<file path="config.mk">
export PLATFORM = sky130hd
export DESIGN_NAME = serial_add_ctrl
export DESIGN_NICKNAME = d
export VERILOG_FILES = /design/src/rtl/serial_add_ctrl.sv
export SDC_FILE = /design/constraint.sdc
export NUM_CORES = 1
export LEC_CHECK = 0
export CORE_MARGIN = 10
export CORE_UTILIZATION = 45
export DETAILED_ROUTE_END_ITERATION = 10
export PLACE_DENSITY_LB_ADDON = 0.25
export SLEW_MARGIN = 20
export SYNTH_ARGS = -nofsm -noshare
export SYNTH_HDL_FRONTEND = slang
export SYNTH_SLANG_ARGS = --single-unit
</file>
<file path="constraint.sdc">
create_clock -name clk -period 1.8 [get_ports clk]
set_clock_uncertainty 0.1 [all_clocks]
set_input_delay 0.27 -clock clk [delete_from_list [all_inputs] [get_ports clk]]
set_output_delay 0.27 -clock clk [all_outputs]
set_load 0.005 [all_outputs]
</file>
<file path="src/rtl/serial_add_ctrl.sv">
// serial_add_ctrl: bit-serial add/subtract sequencer over a two-half-adder full-adder slice
module half_adder (
    input  logic x,
    input  logic y,
    output logic s,
    output logic c
);
    assign s = x ^ y;
    assign c = x & y;
endmodule

module serial_add_ctrl #(
    parameter int WIDTH = 8,
    parameter int CNT_W = 5
) (
    input  logic             clk,
    input  logic             rst,
    input  logic             in_valid,
    output logic             in_ready,
    input  logic [WIDTH-1:0] a,
    input  logic [WIDTH-1:0] b,
    input  logic             sub,
    output logic             out_valid,
    input  logic             out_ready,
    output logic [WIDTH-1:0] sum,
    output logic             cout,
    output logic             ovf,
    output logic             busy
);
    typedef enum logic [1:0] {IDLE, RUN, DONE} state_t;
    state_t           state_q, state_d;
    logic [WIDTH-1:0] opa_q, opa_d, opb_q, opb_d, sum_q, sum_d;
    logic [WIDTH-2:0] res_q, res_d;
    logic [CNT_W-1:0] cnt_q, cnt_d;
    logic             carry_q, carry_d, cout_q, cout_d, ovf_q, ovf_d;
    logic             h1s, h1c, s, h2c, c_next, last;

    half_adder u_h1 (.x(opa_q[0]), .y(opb_q[0]), .s(h1s), .c(h1c));
    half_adder u_h2 (.x(h1s), .y(carry_q), .s(s), .c(h2c));

    assign c_next = h1c | h2c;
    assign last   = cnt_q == CNT_W'(WIDTH - 1);

    always_comb begin
        state_d = state_q;
        opa_d   = opa_q;
        opb_d   = opb_q;
        res_d   = res_q;
        cnt_d   = cnt_q;
        carry_d = carry_q;
        sum_d   = sum_q;
        cout_d  = cout_q;
        ovf_d   = ovf_q;
        unique case (state_q)
            IDLE: if (in_valid) begin
                opa_d   = a;
                opb_d   = sub ? ~b : b;
                carry_d = sub;
                cnt_d   = '0;
                state_d = RUN;
            end
            RUN: begin
                opa_d   = opa_q >> 1;
                opb_d   = opb_q >> 1;
                res_d   = (res_q >> 1) | ((WIDTH-1)'(s) << (WIDTH - 2));
                carry_d = c_next;
                cnt_d   = last ? '0 : cnt_q + 1'b1;
                if (last) begin
                    // carry_q is the carry into the MSB on this final bit
                    sum_d   = {s, res_q};
                    cout_d  = c_next;
                    ovf_d   = carry_q ^ c_next;
                    state_d = DONE;
                end
            end
            DONE: if (out_ready) state_d = IDLE;
            default: state_d = IDLE;
        endcase
    end

    always_ff @(posedge clk) begin
        if (rst) begin
            state_q <= IDLE;
            opa_q   <= '0;
            opb_q   <= '0;
            res_q   <= '0;
            cnt_q   <= '0;
            carry_q <= 1'b0;
            sum_q   <= '0;
            cout_q  <= 1'b0;
            ovf_q   <= 1'b0;
        end else begin
            state_q <= state_d;
            opa_q   <= opa_d;
            opb_q   <= opb_d;
            res_q   <= res_d;
            cnt_q   <= cnt_d;
            carry_q <= carry_d;
            sum_q   <= sum_d;
            cout_q  <= cout_d;
            ovf_q   <= ovf_d;
        end
    end

    assign in_ready  = state_q == IDLE;
    assign busy      = state_q == RUN;
    assign out_valid = state_q == DONE;
    assign sum       = sum_q;
    assign cout      = cout_q;
    assign ovf       = ovf_q;
endmodule

</file>
; Word level (Yosys, flattened, before mapping)
; Index checks and enable logic that the tools add are counted.
[op_classes]
n_addsub = 1
multipliers = 0
div_mod_pow = 0
n_lt_le_gt_ge = 0
n_eq_ne = 6
shift = 0
mux = 14
n_bitwise = 8
n_reduce_logical = 5
[op_table]
columns = operator, n
row1 = $pmux 8 s2, 2
row2 = $mux 8, 3
row3 = $mux 5, 2
row4 = $pmux 5 s2, 1
row5 = $not 8->8, 1
row6 = $or 6x7->7, 1
row7 = $mux 2, 3
row8 = $pmux 2 s3, 1
row9 = $add 5x1->5 const B, 1
row10 = $eq 5x3->1 const B, 1
row11 = $ne 2x1->1 const B, 2
row12 = $reduce_and 2->1, 2
row13 = $reduce_and 3->1, 1
row14 = $xor 1x1->1, 3
row15 = $and 1x1->1, 2
row16 = $eq 2x1->1 const B, 1
row17 = $eq 2x2->1 const B, 1
row18 = $logic_not 2->1, 1
row19 = $ne 2x2->1 const B, 1
row20 = $pmux 1 s2, 1
row21 = $reduce_bool 2->1, 1
row22 = $mux 1, 1
row23 = $or 1x1->1, 1
[word_totals]
ff_bits = 41
latch_bits = 0
mem_bits_rw = 0
mem_bits_ro = 0
in_bits = 21
out_inout_bits = 13
elab_cells = 43
mem_count = 0

; Depth between registers and ports, before layout
; Gate-level depths: netlist (run 1).
[logic_depth]
ltp_word = 4
depth_mapped = 6
ltp_nobuf = 4

; Cells and area by module
; Synthesis (run 1) repeated with hierarchy kept, for this count alone.
[unflattened]
hier_cells = 225
area_unflattened_um2 = 1893.1
[modules_own_cells]
columns = module, instances, cells_per_inst, area_per_inst_um2, seq_area_each_um2
row1 = serial_add_ctrl, 1, 223, 1868.0, 820.8
row2 = half_adder, 2, 1, 12.5, 0.0

; Worst setup path before layout (run 1)
; OpenSTA, ideal clock, no wires.
[synth_path]
path_type = reg2reg
start = register cnt_q[0]
end = register cnt_q[3]
setup_time_ps = 74
arrival_time_ps = 1362
required_ps = 1626
slack_ps = 264
stages_incl_launch_ff = 5
n_path_buf = 0
period_less_slack_ps = 1536
path_cell_list = dfxtp_1 -> ha_1 -> and4bb_2 -> or4_1 -> a31oi_1
[synth_between]
elab_chain_len = 3
word_cells_on_any_way = 4
classes_between = add/sub (1) / eq/ne (1) / mux (2)
[synth_rtl]
columns = element, line_no
row1 = "start, declared", 34  ; logic [CNT_W-1:0] cnt_q, cnt_d;
row2 = "start signal, assigned", 97  ; cnt_q <= cnt_d;
row3 = $add 5x1->5 or $eq 5x3->1 (tied branches), "67, 42"
row4 = $mux 5 (*), 67  ; cnt_d = last ? '0 : cnt_q + 1'b1;
row5 = $pmux 5 s2 (*), 54  ; unique case (state_q)
; Every way passes the cells marked *; elsewhere a longest branch is shown, timed or not.
; A chain may end at the register's enable or synchronous reset.

; Worst setup path in the final report (run 1)
[layout_path]
start = register state_q[1]
end = output port out_valid
[layout_between]
elab_chain_len = 1
[layout_rtl]
columns = element, line_no
row1 = "start, declared", 31  ; state_t state_q, state_d;
row2 = "start signal, assigned", 93  ; state_q <= state_d;
row3 = $eq 2x2->1, 107  ; assign out_valid = state_q == DONE;
row4 = "end, declared", 23  ; output logic out_valid,
; No other way between the ends.

==> run metrics, run 1 <==
run status completed; largest net degree at the start of global routing 26; routed vias about 1.7k; vias per cell about 5.4; dpl cells between 300 and 400; CP Capture Point out_valid; most common cell after layout, fill and taps aside dfxtp_1; global-route usage over all layers 0.124; final net count 289; 1st-pass router iterations 5; CP max FO 6; Final Hold Vio Count 0; min setup slack post-route 0.0492 ns; Top Ports 34; fill cell count 362; CP top delay family buffers and inverters; Hold Crit Class reg2reg; n_diodes 0; root buf cell clkbuf_8; # rows 23; #FFs+latches synth 41; Final Cycle Share 0.973; Routed Antenna Nets 0; most frequent cells in the layout 39 x dfxtp_1, 34 x a21oi_1, 31 x clkdlybuf4s50_1; worst r2r dst cnt_q[3]; syn avg cell area about 8.2 um2; Slowest cell on crit path clkdlybuf4s50_1; Seq/Total Area, Yosys 0.428; CTS Buf Count 5; Chip Width between 80 and 90 um; worst slew pin tran 0.496 ns; worst r2r src cnt_q[0]; Core Util, Final 0.611; startpoint types register; Power Dens Cells 822 nW/um2; routability cong. 0.728; top-area cell type share of the netlist area 0.428; Multi-input gate area 981 um2; Layout Cells excl Fill 317; Post-synth EDFFs 0; Unique masters post-synth 35; Die ar. 7280 um2; Reg area 826 um2; endpoint arrival time on the critical path 1.38 ns; Min Clock Period, post-route 1.75 ns; reg2reg setup slack 0.12 ns; vias in the first global route 1,674; first-pass GRT wire length 7690 um; Place WS -0.00381 ns; maximum vdd drop 0.395 mV; kind of critical path reg2out; clk buf depth 2; Cells after Synth 233; synth warn 0; CTS sink count slightly above 40; WL final 4430 um; RSZ-0062 raised after global routing false; Max-slew headroom 0.669; grt ovf 0; Max Transition Viols Final 0; Wirelength per Cell approximately 14 um; Layout area overhead 29.2%; CP Launch Point state_q[1]; Leakage 0.914 nW; Area contributors post-synth dfxtp_1 43%, a21oi_1 8.9%, o21ai_0 4.7%, o221a_2 4.7%, nand3b_1 3.9%; dpl hpwl 3070 um; Buf/Inv on CP 1; DR iter-0 viols 83; TritonCTS clock tree done; ys flop type dfxtp_1; Max H-tree Level 2; Yosys top cell by area dfxtp_1; total of max-cap violations 0; Post-synth ARST share 0; PortBufs 33; Synth Cell Area around 1900 um2; Die H 85.3 um; final setup fails 0; critical path depth in cells 2; syn_nets 256; initial core utilization 0.473; worst stage delay on the critical path 0.52 ns; Worst-path clk slew 0.08 ns; fraction of layout cells with a size suffix above 1 0.131; Setup crit end kind primary output; overall power just over 0.002 W; Peak Freq roughly 570 MHz; DRC 0; data required time of the worst path 1.43 ns; worst-path cell chain nor2b_2, clkdlybuf4s50_1; area of the core 4060 um2; initial antenna violation count 0; final hold slack 0.362 ns; Worst R2R Path Depth 4; Clk Latency, worst-skew pair 0.30 ns
registers in the layout, indices dropped and copies added (netlist names):
name / cells
sum: 8
ovf: 1
cnt_q: 5
state_q: 2
res_q: 7
carry_q: 1
opb_q: 8
cout: 1
opa_q: 8
report_power, final:
group	internal, W	switching, W
clock	0.000451	0.000333
combinational	0.000143	0.000133
sequential	0.000946	0.0000340
total	0.00154	0.000499
worst register-to-register path, stage by stage (launching register included):
cell	delay, ns
dfxtp_1	0.34
ha_1	0.26
and4bb_2	0.30
or4_1	0.48
a31oi_1	0.13
what timing repair did:
action,CTS,global route
hold buffers,0,0
setup endpoints to repair,3,2
setup buffers,0,0
endpoints found under the hold margin,0,0
resized for setup,6,2
synth_stat cells (all sizes together) (2+ instances only):
cell	number
a21oi	34
a22oi	8
buf	7
clkbuf	14
dfxtp	41
inv	11
nand2	18
nand2b	4
nand3	12
nand3b	10
nor2	18
nor2b	2
o21ai	18
o221a	8
o22a	2
xnor2	2
xor2	7
how the worst min path moves through the flow:
stage	slack (ns)	startpoint	end	cells past startpoint
3_3_place_gp	0.34	res_q[0]	res_q[0]	2
5_1_grt	0.39	res_q[0]	res_q[0]	2
2_1_floorplan	0.34	res_q[0]	res_q[0]	2
4_1_cts	0.36	res_q[0]	res_q[0]	2
3_5_place_dp	0.35	res_q[0]	res_q[0]	2
6_report	0.36	res_q[0]	res_q[0]	2
metal layers:
layer / track usage / vias to the layer above / routed length (um)
met3: 0.0440 / 5 / 235
met4: 0.0449 / 0 / 61
met5: 0 / - / 0
li1: - / 883 / -
met2: 0.205 / 32 / 2160
met1: 0.145 / 795 / 1970
layout make-up:
class                           instances  area share
Inverter                               11      0.0166
Clock inverter                          2      0.0151
Multi-Input combinational cell        160       0.396
Timing Repair Buffer                   47       0.181
Sequential cell                        41       0.333
Tap cell                               50      0.0252
Clock buffer                            6      0.0333
per-stage QoR:
stage	area, um2	setup TNS [ns]
floorplan	1920	0
global route	2480	0
global placement	2340	0
CTS	2470	-0.000647
detailed placement	2340	-0.00381
finish	2480	0
cell families (layout without fill, tap and decap cells):
family / count (synthesis) / count (layout) / synth area share
adder cells (fa/ha/maj): 2 / 2 / 0.0169
multiplexers: 1 / 1 / 0.00522
flip-flops: 41 / 41 / 0.428
AO/OA/AOI/OAI: 78 / 78 / 0.256
buffers and inverters: 32 / 66 / 0.0665
XOR/XNOR: 9 / 9 / 0.0411
AND/OR/NAND/NOR: 70 / 70 / 0.187
(Power assumes the default switching activity.)
==> inputs of run 2 (changes only) <==
CAP_MARGIN = 5   (was unset)
==> results of run 2 <==
Final layout, timing and power as in run 1 (identical DEF).
==> patch 1, RTL diff (config.mk and constraints of run 2) <==
`CNT_W`: 5 -> 10.
--- a/src/rtl/serial_add_ctrl.sv
+++ b/src/rtl/serial_add_ctrl.sv
@@ -13,3 +13,3 @@
     parameter int WIDTH = 8,
-    parameter int CNT_W = 5
+    parameter int CNT_W = 10
 ) (
Function: same outputs for any inputs over 10 cycles, from zero or initial values and one cycle with rst high; that may be too few to reach the edited logic, so the function may still have changed.
==> patch 1 against run 2 <==
  * Wire length down 0.41%
  * Critical path type unchanged
  * Sequential cell count up 5
  * Area after synthesis up 5.3%
  * Setup slack improved by 36 ps
  * Clock power is 20% higher
  * Design area grew 7.9%
  * Power grew 14%
==> patch 1: results (changes against run 2) <==
Logic synthesis
  • Leading post-synthesis cells by cell area: dfxtp_1 (46%), nor2_1 (9.8%), mux2i_1 (5.0%)
  • Main flop type after synthesis: dfxtp_1
  • Share of synthesized area occupied by flip-flops and latches: 0.4557 (+0.02809)
  • Cell variety after synth: 38 (+8.6%)
  • Proportion of register bits with asynchronous set or reset after synthesis: 0 (unchanged)
  • Number of warnings reported in the yosys synthesis log: 0 (unchanged)
  • Synthesized net count: 261 (+2.0%)
  • Cell types with the highest counts after synthesis: nor2_1 (53), dfxtp_1 (46), a21oi_1 (19)

Power and ir drop
  • Leak pwr: 0.001120 uW (+23%)
  • Internal power component: 1801 uW (+17%)
  • Max rail drop VDD: 0.4273 mV (+8.2%)

Clock network
  • Post-CTS setup buffer count: 0 (unchanged)
  • Htree depth: 2 (unchanged)
  • Buffer depth of the longest clock path: 2 (unchanged)
  • Register clock-pin slew on the reported worst setup and hold paths: 80 ps (about the same)
  • Latest clock arrival within the worst-skew pair: 300 ps (about the same)
  • Total clock buffers created by CTS: 5 (unchanged)

Placement
  • Routability congestion estimate from global placement: 0.8208 (+13%)
  • DP Wirelength: 3.261 mm (+6.3%)

Global routing
  • Overall global routing resource usage: 0.1201 (-0.004360)
  • Total global routing overflow: 0 (unchanged)
  • Global-route wire length before repair: 7.438 mm (-3.2%)
  • Number of global-route vias before repair: 1715 (+2.4%)
  • Number of antenna violations at the first check in global routing: 0 (unchanged)
  • Maximum number of pins on one net before global-route repair: 21 (-19%)

Drt
  • Iteration-0 DRC count of the detailed router: 119 (+43%)
  • Detailed-route vias per instance: 5.290 (-2.2%)
  • Drt wl/cell: 13.04 um (-6.6%)
  • First-pass iteration count of the detailed router: 5 (unchanged)

Layout
  • Share of final-layout standard cells stronger than drive strength 1: 0.1259 (-0.005212)
  • N_diodes: 0 (unchanged)
  • Register bank with the most flops: cnt_q
  • Final net count: 308 (+6.6%)

Worst setup path
  • Critical path arrival: 1350 ps (-30 ps)
  • Standard cell with the maximum stage delay on the critical path: clkdlybuf4s50_1
  • Reg2reg path depth: 5 (+1)
  • Biggest fanout along the worst timing path: 5 (-1)
  • CP max stage delay: 490 ps (-30 ps)

Run status
  • Outcome: finished, final reports clean

Timing
  • Final hold violations: 0 (unchanged)
  • Worst slew margin relative to its limit: 0.7484 (+0.07986)

Min path
  • Cells on Worst Hold Path: 2 (unchanged)
## patch 1: logic make-up (layout without fill, tap and decap cells)
| logic type | count (synthesis) | in the layout | share of synthesized area |
|---|---|---|---|
| XOR/XNOR | 13 | 13 | 0.05635 |
| AND/OR/NAND/NOR | 111 | 111 | 0.2582 |
| buffers and inverters | 20 | 68 | 0.04087 |
| adder cells (fa/ha/maj) | 2 | 2 | 0.01610 |
| multiplexers | 11 | 11 | 0.05511 |
| AO/OA/AOI/OAI | 35 | 35 | 0.1176 |
| flip-flops | 46 | 46 | 0.4557 |
## patch 1: area by class of cell
class	instances	area [um2]
Tap cell	52	65.06
Timing Repair Buffer	56	504.2
Sequential cell	46	923.4
Fill cell	388	1679
Clock inverter	2	60.06
Clock buffer	6	82.58
Inverter	4	15.01
Multi-Input combinational cell	172	1025
## patch 1: layer usage
layer	GRT usage	part of all wire	wire (um)
met5	0	0	0
met4	0.05155	0.019	82
met3	0.04026	0.052	229
met2	0.2005	0.49	2157
met1	0.1357	0.44	1939
## patch 1: path summary, 6_finish.rpt
check	start	end	slack, ps
hold reg to reg	res_q[5]$_SDFFE_PP0P_	res_q[4]$_SDFFE_PP0P_	380
setup reg to reg	cnt_q[1]$_SDFFE_PP0P_	cnt_q[8]$_SDFFE_PP0P_	110
hold / removal	res_q[5]$_SDFFE_PP0P_	res_q[4]$_SDFFE_PP0P_	380
setup / recovery	state_q[1]$_SDFFE_PP0P_	busy	80
## patch 1: repair_timing
action | CTS | global route
setup endpoints to repair | 3 | 4
gates resized for setup | 3 | 2
pin swaps | 0 | 1
hold endpoints to repair | 0 | 0
hold buffers | 0 | 0
## patch 1: stage by stage
stage / instances / setup slack, ps / cell area (um2) / TNS, ps / util
final: 338 / 84.97 / 2675 / 0 / 0.6144
after global routing: 338 / 1.372 / 2675 / 0 / 0.6144
after CTS: 338 / 1.712 / 2665 / 0 / 0.6121
after detailed placement: 330 / -90.63 / 2521 / -152.2 / 0.5790
after global placement: 330 / -51.35 / 2521 / -75.05 / 0.5790
after floorplan: 238 / 81.56 / 2021 / 0 / -
## patch 1: worst max-delay path, delay by kind of cell (launching register included)
family	cells	cell delay (ps)
buffers and inverters	2	550
DFF	1	350
and+or+nand+nor	1	150
## patch 1: power groups by stage
| stage | Clock (uW) | Combinational [uW] | Sequential, uW |
|---|---|---|---|
| 4_1_cts | 962 | 294 | 1080 |
| 3_3_place_gp | 0 | 288 | 1110 |
| 3_5_place_dp | 0 | 291 | 1110 |
| 2_1_floorplan | 0 | 173 | 1100 |
| 5_1_grt | 1010 | 325 | 1090 |
| 6_report | 942 | 291 | 1080 |
==> patch 2, RTL diff (config.mk and constraints of run 2) <==
Without the edit above. Make the reset (`rst`) asynchronous in one clocked block.
--- a/src/rtl/serial_add_ctrl.sv
+++ b/src/rtl/serial_add_ctrl.sv
@@ -80,3 +80,3 @@
 
-    always_ff @(posedge clk) begin
+    always_ff @(posedge clk or posedge rst) begin
         if (rst) begin
Check against the original RTL: differs if rst is asserted again (counterexample within 4 cycles, from zero or initial values and one cycle with rst high); with rst held inactive, the same outputs for 10 cycles.
==> patch 2 against run 2 <==
  * Fmax rose by 0.85%
  * Die area down 2.0%
  * Global-route usage shrank 1.3 points
  * Wire length down 11%
  * Area after synthesis decreased by 2.6%
  * Critical path depth grew 3
  * Count of clock-buffer cells in the layout rose by 1
  * Design area is 1.3% higher
  * Sequential cell count is the same
  * Setup slack improved by 15 ps
Power is not compared: it rests on default switching activity, and its combinational part moved more than twofold at a synthesized area within 25%.
==> patch 2: results (changes against run 2) <==
Run status
  • Outcome: finished, final reports clean

Global routing
  • Number of global-route vias before repair: 1387 (-17%)
  • Overall global routing resource usage: 0.1120 (-0.01252)
  • Total global routing overflow: 0 (unchanged)
  • Number of antenna violations at the first check in global routing: 0 (unchanged)
  • Global-route wire length before repair: 6.755 mm (-12%)
  • Maximum number of pins on one net before global-route repair: 42 (+62%)

Clock network
  • Latest clock arrival within the worst-skew pair: 280 ps (-20 ps)
  • Buffer depth of the longest clock path: 2 (unchanged)
  • Htree depth: 2 (unchanged)
  • Total clock buffers created by CTS: 5 (unchanged)
  • Register clock-pin slew on the reported worst setup and hold paths: 80 ps (about the same)
  • Buffer cell driving the clock tree root: clkbuf_8

Logic synthesis
  • Cell types with the highest counts after synthesis: dfrtp_1 (41), mux2_2 (14), o21ai_0 (13)
  • Share of synthesized area occupied by flip-flops and latches: 0.5489 (+0.1212)
  • Proportion of register bits with asynchronous set or reset after synthesis: 1.000 (+1.000)
  • Number of warnings reported in the yosys synthesis log: 0 (unchanged)
  • Synthesized net count: 180 (-30%)
  • Cell variety after synth: 27 (-23%)
  • Leading post-synthesis cells by cell area: dfrtp_1 (55%), mux2_2 (8.4%), o21ai_0 (3.5%)

Placement
  • Port buffer count: 33 (unchanged)
  • Routability congestion estimate from global placement: 0.7148 (-1.7%)
  • Pre-CTS worst setup slack: -209.5 ps (-205.7 ps)
  • Cell Area, Placed: 0.002323 mm2 (-0.85%)
  • DP Wirelength: 2.809 mm (-8.4%)

Worst setup path
  • Critical path arrival: 1810 ps (+430 ps)
  • Biggest fanout along the worst timing path: 11 (+5)

Drt
  • First-pass iteration count of the detailed router: 4 (-1)
  • Detailed-route vias per instance: 5.365 (-0.84%)
  • Iteration-0 DRC count of the detailed router: 78 (-6.0%)
  • Drt wl/cell: 15.53 um (+11%)

Power and ir drop
  • Max rail drop VDD: 0.6923 mV
  • Switching share of power: 0.3034
  • Leak pwr: 0.001102 uW

Layout
  • Final net count: 227 (-21%)
  • N_diodes: 0 (unchanged)
  • Share of final-layout standard cells stronger than drive strength 1: 0.2146 (+0.08355)

Timing
  • Worst slew margin relative to its limit: 0.6161 (-0.05239)

Min path
  • Worst min path class: primary input to asynchronous set/reset pin
## patch 2: routing by layer
metal,part of all wire,track usage
met5,0,0
met4,0.0086,0.02246
met3,0.071,0.04541
met2,0.48,0.1791
met1,0.43,0.1393
## patch 2: cell families (layout without fill, tap and decap cells)
logic type,after synthesis,in the layout,synth area share
and+or+nand+nor,36,36,0.1024
AOI/OAI and AO/OA,40,40,0.1412
DFF,41,41,0.5489
adders and majority gates,2,2,0.01740
xor gates and xnor gates,9,9,0.04217
buffers and inverters,11,59,0.03146
muxes,18,18,0.1165
## patch 2: power groups by stage
stage	Clock (uW)	Combinational (uW)	Sequential [uW]
after floorplan	0	987	1570
after global placement	0	1480	1610
after detailed placement	0	1540	1650
after CTS	768	1620	1620
after global routing	810	1780	1680
final	752	1600	1620
## patch 2: path summary, 6_finish.rpt
| check | from | to | slack, ps | cells past startpoint |
|---|---|---|---|---|
| max in group asynchronous | rst | state_q[0]$_DFFE_PP0P_ | 1160 | 3 |
| worst max register to register | cnt_q[0]$_DFFE_PP0P_ | sum[4]$_DFFE_PP0P_ | 60 | 5 |
| min in group clk | opa_q[3]$_DFFE_PP0P_ | opa_q[3]$_DFFE_PP0P_ | 400 | 2 |
| worst max-delay path | cnt_q[0]$_DFFE_PP0P_ | sum[4]$_DFFE_PP0P_ | 60 | 5 |
| worst min register to register | opa_q[3]$_DFFE_PP0P_ | opa_q[3]$_DFFE_PP0P_ | 400 | 2 |
| worst min-delay path | rst | opb_q[3]$_DFFE_PP0P_ | 240 | 3 |
## patch 2: layout make-up
type / instances / area [um2]
clock inverters: 1 / 30.03
clock buffers: 7 / 86.33
repair buffers: 49 / 510.5
multi-input cells: 105 / 788.3
flip-flops and latches: 41 / 1027
fillers: 307 / 1488
inverters: 2 / 7.507
well taps: 50 / 62.56
## patch 2: per-stage QoR
stage	total power, uW	std cells
5_1_grt	4270	255
6_report	3978	255
2_1_floorplan	2554	157
3_3_place_gp	3092	241
4_1_cts	4008	255
3_5_place_dp	3184	241
## patch 2: critical path: stages (launching register included)
cell and delay [ps]:
dfrtp_1 420, ha_1 250, and4bb_1 250, nand2_1 120
buf_12 150, mux2_2 330
## patch 2: repair_timing
| action | 4_1_cts | 5_1_grt |
|---|---|---|
| setup buffers | 5 | 0 |
| hold endpoints to repair | 0 | 0 |
| setup endpoints to repair | 3 | 6 |
| gates cloned | 1 | 0 |
| gates resized for setup | 4 | 2 |
